==> config.mk <==
export PLATFORM = sky130hd
export DESIGN_NAME = trig_phase_align
export DESIGN_NICKNAME = d
export VERILOG_FILES = /design/src/rtl/trig_phase_align.sv
export SDC_FILE = /design/constraint.sdc
export NUM_CORES = 2
export LEC_CHECK = 0
export ABC_AREA = 1
export BUFFER_PORTS_ARGS = -buffer_cell sky130_fd_sc_hd__buf_2
export CAP_MARGIN = 30
export CORE_UTILIZATION = 23
export DETAILED_ROUTE_END_ITERATION = 8
export PLACE_DENSITY = 0.43
export SLEW_MARGIN = 20
export SYNTH_ARGS = -nofsm -noshare
export SYNTH_HDL_FRONTEND = slang
export SYNTH_SLANG_ARGS = --single-unit
export TNS_END_PERCENT = 30
==> constraint.sdc <==
create_clock -name clk_adc -period 3.55 [get_ports clk_adc]
set_clock_uncertainty 0.05 [all_clocks]
set_input_delay 0.355 -clock clk_adc [delete_from_list [all_inputs] [get_ports clk_adc]]
set_output_delay 0.355 -clock clk_adc [all_outputs]
set_load 0.02 [all_outputs]
==> src/rtl/trig_phase_align.sv <==
`default_nettype none
// ============================================================================
// Module   : trig_phase_align
// Brief    : Learns the arrival phase of each channel's sync pulses during a
//            calibration window, then re-times and stretches locked triggers.
// Revision : 1.0 - initial release
// ============================================================================
module trig_phase_align #(
    parameter int N_CH     = 16,
    parameter int N_PH     = 4,
    parameter int SETTLE   = 200,
    parameter int LOCK_MIN = 54,
    parameter int STRETCH  = 3,
    parameter int CNT_W    = 16
) (
    input  logic                         clk_adc,
    input  logic                         rst,
    input  logic                         clk_locked,
    input  logic [N_CH-1:0]              coax_in,
    input  logic                         cal_window,
    input  logic [N_CH-1:0]              align_en,
    output logic [N_CH-1:0]              trig_out,
    output logic [N_CH-1:0]              locked,
    output logic [N_CH*$clog2(N_PH)-1:0] phase,
    input  logic [$clog2(N_CH):0]        cnt_sel,
    input  logic                         cnt_clr,
    output logic [CNT_W-1:0]             cnt_out
);
    localparam int c_ph_w   = $clog2(N_PH);
    localparam int c_ch_w   = $clog2(N_CH);
    localparam int c_hold_w = $clog2(STRETCH * N_PH + 1);
    localparam int c_set_w  = (SETTLE > 1) ? $clog2(SETTLE) : 1;
    localparam logic [c_hold_w-1:0] c_hold_len    = c_hold_w'(STRETCH * N_PH);
    localparam logic [c_set_w-1:0]  c_settle_last = c_set_w'(SETTLE - 1);
    localparam logic [CNT_W-1:0]    c_cnt_max     = '1;

    localparam logic [1:0] c_st_idle   = 2'd0;
    localparam logic [1:0] c_st_settle = 2'd1;
    localparam logic [1:0] c_st_count  = 2'd2;
    localparam logic [1:0] c_st_eval   = 2'd3;

    logic [N_CH-1:0]     r_s;
    logic [c_ph_w-1:0]   r_pc;
    logic [1:0]          r_state;
    logic                r_cal_d;
    logic [c_set_w-1:0]  r_settle_cnt;
    logic [7:0]          r_bin [N_PH][N_CH];
    logic [N_CH-1:0]     r_locked;
    logic [c_ph_w-1:0]   r_phase [N_CH];
    logic [N_CH-1:0]     r_pend;
    logic [c_hold_w-1:0] r_hold [N_CH];
    logic [N_CH-1:0]     r_trig;
    logic [CNT_W-1:0]    r_trg_cnt [N_CH];
    logic [CNT_W-1:0]    r_unl_cnt [N_CH];
    logic [CNT_W-1:0]    r_cnt_out;

    logic                w_idle;
    logic [N_CH-1:0]     w_lock_ok;
    logic [c_ph_w-1:0]   w_lock_ph [N_CH];
    logic [N_CH-1:0]     w_pend_nxt;
    logic [c_hold_w-1:0] w_hold_nxt [N_CH];
    logic [c_ch_w-1:0]   w_sel_ch;

    assign w_idle   = (r_state == c_st_idle);
    assign w_sel_ch = cnt_sel[c_ch_w-1:0];

    always_ff @(posedge clk_adc) begin
        if (rst) begin
            r_s  <= '0;
            r_pc <= '0;
        end else begin
            r_s  <= clk_locked ? coax_in : '0;
            r_pc <= r_pc + 1'b1;
        end
    end

    // A channel locks only when exactly one bin saw pulses and that bin is well populated.
    always_comb begin
        logic [4:0] w_nz;
        logic       w_big;
        w_lock_ok = '0;
        w_nz      = '0;
        w_big     = 1'b0;
        for (int ch = 0; ch < N_CH; ch++) begin
            w_nz          = '0;
            w_big         = 1'b0;
            w_lock_ph[ch] = '0;
            for (int b = 0; b < N_PH; b++) begin
                if (r_bin[b][ch] != 8'd0) begin
                    w_nz          = w_nz + 5'd1;
                    w_big         = (int'(r_bin[b][ch]) >= LOCK_MIN);
                    w_lock_ph[ch] = c_ph_w'(b);
                end
            end
            w_lock_ok[ch] = (w_nz == 5'd1) && w_big;
        end
    end

    always_ff @(posedge clk_adc) begin
        if (rst) begin
            r_state      <= c_st_idle;
            r_cal_d      <= 1'b0;
            r_settle_cnt <= '0;
            r_locked     <= '0;
            for (int ch = 0; ch < N_CH; ch++) begin
                r_phase[ch] <= '0;
                for (int b = 0; b < N_PH; b++) r_bin[b][ch] <= '0;
            end
        end else begin
            r_cal_d <= cal_window;
            case (r_state)
                c_st_idle: begin
                    if (cal_window && !r_cal_d) begin
                        for (int ch = 0; ch < N_CH; ch++)
                            for (int b = 0; b < N_PH; b++) r_bin[b][ch] <= '0;
                        r_settle_cnt <= '0;
                        r_state      <= c_st_settle;
                    end
                end
                c_st_settle: begin
                    if (!cal_window)                       r_state <= c_st_eval;
                    else if (r_settle_cnt == c_settle_last) r_state <= c_st_count;
                    else                                    r_settle_cnt <= r_settle_cnt + 1'b1;
                end
                c_st_count: begin
                    if (!cal_window) begin
                        r_state <= c_st_eval;
                    end else begin
                        for (int ch = 0; ch < N_CH; ch++)
                            if (r_s[ch] && r_bin[r_pc][ch] != 8'hFF)
                                r_bin[r_pc][ch] <= r_bin[r_pc][ch] + 8'd1;
                    end
                end
                c_st_eval: begin
                    r_locked <= w_lock_ok;
                    for (int ch = 0; ch < N_CH; ch++)
                        r_phase[ch] <= w_lock_ok[ch] ? w_lock_ph[ch] : '0;
                    r_state <= c_st_idle;
                end
                default: r_state <= c_st_idle;
            endcase
        end
    end

    // Pending triggers wait for the phase-0 slot; a reload simply restarts the stretch.
    always_comb begin
        w_pend_nxt = '0;
        for (int ch = 0; ch < N_CH; ch++) begin
            w_pend_nxt[ch] = r_pend[ch] | (r_s[ch] & r_locked[ch]);
            if (!w_idle || !align_en[ch])
                w_hold_nxt[ch] = '0;
            else if (w_pend_nxt[ch] && r_pc == '0)
                w_hold_nxt[ch] = c_hold_len;
            else if (r_hold[ch] != '0)
                w_hold_nxt[ch] = r_hold[ch] - 1'b1;
            else
                w_hold_nxt[ch] = '0;
        end
    end

    always_ff @(posedge clk_adc) begin
        if (rst) begin
            r_pend <= '0;
            r_trig <= '0;
            for (int ch = 0; ch < N_CH; ch++) begin
                r_hold[ch]    <= '0;
                r_trg_cnt[ch] <= '0;
                r_unl_cnt[ch] <= '0;
            end
        end else begin
            for (int ch = 0; ch < N_CH; ch++) begin
                r_hold[ch] <= w_hold_nxt[ch];
                r_pend[ch] <= w_idle && align_en[ch] && (r_pc != '0) && w_pend_nxt[ch];
                r_trig[ch] <= w_idle && (align_en[ch] ? (w_hold_nxt[ch] != '0) : r_s[ch]);
                if (cnt_clr) begin
                    r_trg_cnt[ch] <= '0;
                    r_unl_cnt[ch] <= '0;
                end else begin
                    if (w_idle && r_s[ch] && (r_locked[ch] || !align_en[ch]) &&
                        r_trg_cnt[ch] != c_cnt_max)
                        r_trg_cnt[ch] <= r_trg_cnt[ch] + 1'b1;
                    if (w_idle && r_s[ch] && align_en[ch] && !r_locked[ch] &&
                        r_unl_cnt[ch] != c_cnt_max)
                        r_unl_cnt[ch] <= r_unl_cnt[ch] + 1'b1;
                end
            end
        end
    end

    always_ff @(posedge clk_adc) begin
        if (rst)                         r_cnt_out <= '0;
        else if (int'(w_sel_ch) >= N_CH) r_cnt_out <= '0;
        else if (cnt_sel[c_ch_w])        r_cnt_out <= r_unl_cnt[w_sel_ch];
        else                             r_cnt_out <= r_trg_cnt[w_sel_ch];
    end

    always_comb begin
        phase = '0;
        for (int ch = 0; ch < N_CH; ch++) phase[ch*c_ph_w +: c_ph_w] = r_phase[ch];
    end

    assign trig_out = r_trig;
    assign locked   = r_locked;
    assign cnt_out  = r_cnt_out;
endmodule
`default_nettype wire
Yosys cells after proc, flatten, opt, wreduce, memory -nomap -nowiden
Memory sizes are Yosys's and may differ from the RTL's. A register that Yosys moved wholly into a read port is not among the register bits.
Cells that the tools add are included.
Word-level totals
  register bits: 93
  bits in writable memories: 1120
  input port bits: 42
  word-level logic and storage cells: 1488
  memories kept: 5
Memory list
  r_bin: depth 4, width 128, rd ports 5, clocked after memory_dff 1, wr ports 4, line 47  | logic [7:0] r_bin [N_PH][N_CH];
  r_trg_cnt: depth 16, width 16, rd ports 17, clocked after memory_dff 0, wr ports 16, line 53  | logic [CNT_W-1:0] r_trg_cnt [N_CH];
  r_unl_cnt: depth 16, width 16, rd ports 17, clocked after memory_dff 0, wr ports 16, line 54  | logic [CNT_W-1:0] r_unl_cnt [N_CH];
  r_hold: depth 16, width 4, rd ports 16, clocked after memory_dff 0, wr ports 16, line 51  | logic [c_hold_w-1:0] r_hold [N_CH];
  r_phase: depth 16, width 2, rd ports 16, clocked after memory_dff 0, wr ports 16, line 49  | logic [c_ph_w-1:0] r_phase [N_CH];
Cells by class
  add/subtract/negate cells: 114
  $lt $le $gt $ge: 64
  eq/ne operators: 73
  mux-type cells: 651
  bitwise logic cells: 193
  reduce and logical (&&, ||, !) cells: 379
Operators with widths (number)
  $mux W16: 66
  $mux W8: 67
  $add A16 B1 Y16 const B: 32
  $ge A8 B6 Y1 const B: 64
  $ne A16 B16 Y1 const B: 32
  $reduce_bool A8 Y1: 64
  $mux W1: 333
  $mux W4: 64
  $add A5 B1 Y5 const B: 48
  $mux W5: 48
  $logic_and A1 B1 Y1: 209
  $or A1 B1 Y1: 176
  $mux W2: 70
  $add A8 B1 Y8 const B: 17
  $mux W128: 1
  $ne A8 B8 Y1 const B: 16
  $reduce_bool A4 Y1: 32
  $reduce_or A128 Y1: 1
  $eq A5 B1 Y1 const B: 16
  $sub A4 B1 Y4 const B: 16
  $logic_not A1 Y1: 34
  $logic_or A1 B1 Y1: 32
  $and A1 B1 Y1: 16
  $pmux W8 S2: 1
  14 further kinds: 19

Longest topological paths before layout
An unclocked memory read counts as a cell.
  word-level depth: 13
  gate-level depth with buffers: 16
  mapped depth without buffers: 15

Worst setup path before layout
OpenSTA, ideal clock, no wires.
  path type: register to register
  start: reg r_pc[0]
  end: mem r_bin[0][0] (netlist bit) (enable)
  library setup time: 0.329 ns
  data arrival time: 2.446 ns
  data required time: 3.171 ns
  slack: 0.725 ns
  stages on the path, launching flop included: 12
  path buffers: 7
  period minus slack after synthesis: 2.825 ns
  cell sequence: dfxtp_1 -> buf_6 -> inv_4 -> buf_6 -> buf_6 -> buf_4 -> ha_1 -> buf_2 -> buf_2 -> buf_1 -> nand3_2 -> nand2_1
RTL lines
  start: declaration: line 43  | logic [c_ph_w-1:0] r_pc;
  start signal: assignment: line 73  | r_pc <= r_pc + 1'b1;
  end: declaration: line 47

==> results.ini <==
[global_route]
grt_usage_pct = 14.6
grt_max_degree = 78
gr-total-overflow = 0
grt_pass1_vias = 56600
grt_antenna_before_repair = 11
grt_pass1_wl_um = 346000

[setup_path]
r2r_start = r_unl_cnt[2][0]
crit_fanout = 16
ff2ff_setup_slack_ns = 0.49
critPathBufInv = 1
crit_top_cell = nand2_1
worstSetupPathType = reg -> reg
startpoint_type = flop
crit_path_top_delay_cell = nand2_1
cp.depth = 10
startpoint = r_unl_cnt[2][0]
crit_chain = ha_1 -> nand2_1 -> inv_1 -> nand2_1 -> nor3_1 -> nand2_1 -> nor2_1 -> nand2_1 -> o21bai_2 -> nand2_1
critical-path-max-stage-delay_ns = 0.63
crit_path_end = r_unl_cnt[2][8]
crit_family = simple AND/OR/NAND/NOR gates
end_kind = flop
crit_arrival_ns = 3.37
crit_required_ns = 3.86
worstRegToRegCells = 10
r2r_end = r_unl_cnt[2][8]

[route]
drt_pass1_iterations = 6
drc = 0
ant_nets = 0
via_count = 58000
viasPerCell = 4.55
wl_per_cell_um = 18.1
drt_iter0_drc = 4180
routed_wl_um = 230000

[floorplanning]
start_util_pct = 23.2
rows = 201
chipHeight_um = 553
die-area_mm2 = 0.306
ios = 122
fp.dieW_um = 553
core_area_mm2 = 0.301

[clock_tree]
clk_pin_slew_ns = 0.06
root_buffer = clkbuf_16
insertion_delay_ns = 0.83
clock_path_buffers = 4
clock_sinks = 1213
cts_tree = done
post_cts_buffers = 0
h-tree-depth = 4
cts_buffers = 160

[synth]
synthArstFlopShare_pct = 0
syn_inst = 8435
synth_nets = 8599
yosys_warnings = 0
ys_ff_latch = 1213
syn_avg_cell_area_um2 = 8.28
synth_top_flop_cell = edfxtp_1
synth.distinct_cells = 58
ys_seq_area_share_pct = 49.9
syn_area_mm2 = 0.0698
synth_edf_count = 1056

[finish]
layout_common_cells = nor2_1 (1,773), nand2_1 (1,698), edfxtp_1 (1,056), inv_1 (796), nand3_1 (581)
finalNonFillerCells = 12800
area_growth_pct = 16.8
multiInputGateArea_mm2 = 0.0307
drive_above_1_share_pct = 8.79
nNetsFinal = 8842
seqCellArea_mm2 = 0.0349
num-fill-cells = 32400
layout_commonest_cell = nor2_1

[placement]
gp_congestion = 0.854
dp.cells = 12400
place.port_buffers = 121
dpl.hpwl_um = 172000

[timing]
slew_viol_final = 0
finalHoldViolations = 0
holdWs_ns = 0.0399
min_period_ns = 3.06
rsz0062_at_grt = no
slew_headroom_pct = 38.3
fmax_mhz = 327
worst_slew_pin_slew_ns = 0.922
fin_crit_sh_pct = 86.3
finalSetupViolCount = 0

[power_and_ir_drop]
ir_drop_v = 0.000368
power_density_mw_per_mm2 = 509
intPower_uw = 28800
p_clk_share_pct = 39.6
p_comb_share_pct = 17.0
p_leak_uw = 0.0313
p_sw_share_pct = 30.6
pwr-share-seq_pct = 43.4
p_sw_uw = 12700

[hold_path]
hold_path.class = in -> reg

[run]
max_cap_viol_count = 0

[outcome]
status = completed

==> synth_stat cells (26+ instances only) <==
cell type | n | area [µm²]
a21oi_1 | 330 | 1650
edfxtp_1 | 1056 | 31700
xnor2_1 | 80 | 701
nor3_2 | 31 | 310
nor3b_1 | 39 | 293
xor2_1 | 265 | 2320
nand3_2 | 56 | 561
dfxtp_1 | 157 | 3140
nor3_1 | 181 | 906
o221ai_1 | 26 | 228
buf_1 | 34 | 128
buf_2 | 92 | 460
nand2_1 | 1698 | 6370
nor4_1 | 56 | 350
clkbuf_1 | 114 | 428
nand3_1 | 581 | 2910
ha_1 | 122 | 1530
inv_1 | 800 | 3000
o21ai_0 | 380 | 1900
nor2_1 | 1775 | 6660
o211ai_1 | 151 | 1130
or2_2 | 48 | 300
nand4_1 | 96 | 601
==> routing by layer <==
metal / up-vias / GRT usage (%) / wire [µm] / part of all wire, %
met1: 27800 / 18.7 / 103000 / 44
li1: 28800 / - / - / -
met3: 324 / 1.82 / 9240 / 4.0
met5: - / 0 / 0 / 0
met2: 1138 / 25.4 / 111000 / 48
met4: 0 / 4.64 / 7260 / 3.2
==> worst min path at each step <==
| stage | startpoint | end | slack, ns | cells after the start |
|---|---|---|---|---|
| final | clk_locked | r_s[0] | 0.04 | 4 |
| after global routing | clk_locked | r_s[0] | 0.03 | 4 |
| after CTS | cnt_sel[3] | cnt_out[12] | 0.004 | 5 |
| after detailed placement | r_hold[0][20] | r_hold[0][20] | 0.36 | 1 |
| after global placement | r_hold[0][20] | r_hold[0][20] | 0.37 | 1 |
| after floorplan | r_hold[0][20] | r_hold[0][20] | 0.35 | 1 |
==> timing repair <==
item / CTS / global route
endpoints found under the setup margin: 16 / 0
gates resized for setup: 1 / 0
hold buffers: 50 / 0
hold endpoints to repair: 116 / 0
==> power groups by stage <==
stage | Sequential, µW | Combinational (µW) | Clock, µW
3_3_place_gp | 18300 | 6990 | 0
6_report | 18000 | 7060 | 16400
3_5_place_dp | 18300 | 7070 | 0
2_1_floorplan | 18000 | 4520 | 0
4_1_cts | 18000 | 7150 | 16900
5_1_grt | 18200 | 7860 | 17400
==> sequential cells by signal (all words and copies together), names as in the netlist <==
name / count
cnt_out: 16
trig_out: 16
r_pend: 16
r_state: 2
r_settle_cnt: 8
r_trg_cnt: 256
r_hold: 64
r_s: 16
r_pc: 2
r_bin: 512
r_unl_cnt: 256
r_phase: 32
locked: 16
r_cal_d: 1
==> worst register-to-register path, cell delays in order, from the launching register on <==
cell	delay, ns
edfxtp_1	0.39
ha_1	0.18
nand2_1	0.06
inv_1	0.08
nand2_1	0.08
nor3_1	0.22
nand2_1	0.16
nor2_1	0.14
nand2_1	0.09
o21bai_2	0.55
nand2_1	0.63
==> final cells by class <==
class                   instances  area share (%)
flip-flops and latches       1213            42.7
multi-input cells            6137            37.6
well taps                    3958            6.07
clock buffers                 202            5.34
inverters                     816            3.78
repair buffers                350            3.47
clock inverters                79            1.02
diodes                          2         0.00613
==> per-stage QoR <==
stage	area [µm²]	setup slack [ns]	TNS (ns)	power [µW]	util, %
global route	81600	0.0808	0	43500	27.1
global placement	75800	-0.0702	-1.12	25300	25.2
finish	81600	0.488	0	41500	27.1
floorplan	69800	0.725	0	22500	-
detailed placement	75900	-0.139	-2.22	25400	25.2
CTS	81600	0.329	0	42100	27.1
==> cells by family (layout without fill, tap and decap cells) <==
group,after synthesis,after routing,share of synthesized area (%)
xor+xnor,354,354,4.54
fa+ha+maj,122,122,2.19
compound gates,1022,1022,8.51
other cells,0,2,0
simple gates,4639,4639,28.6
flops,1213,1213,49.9
buf+inv,1085,1447,6.24
(Power assumes the default switching activity.)
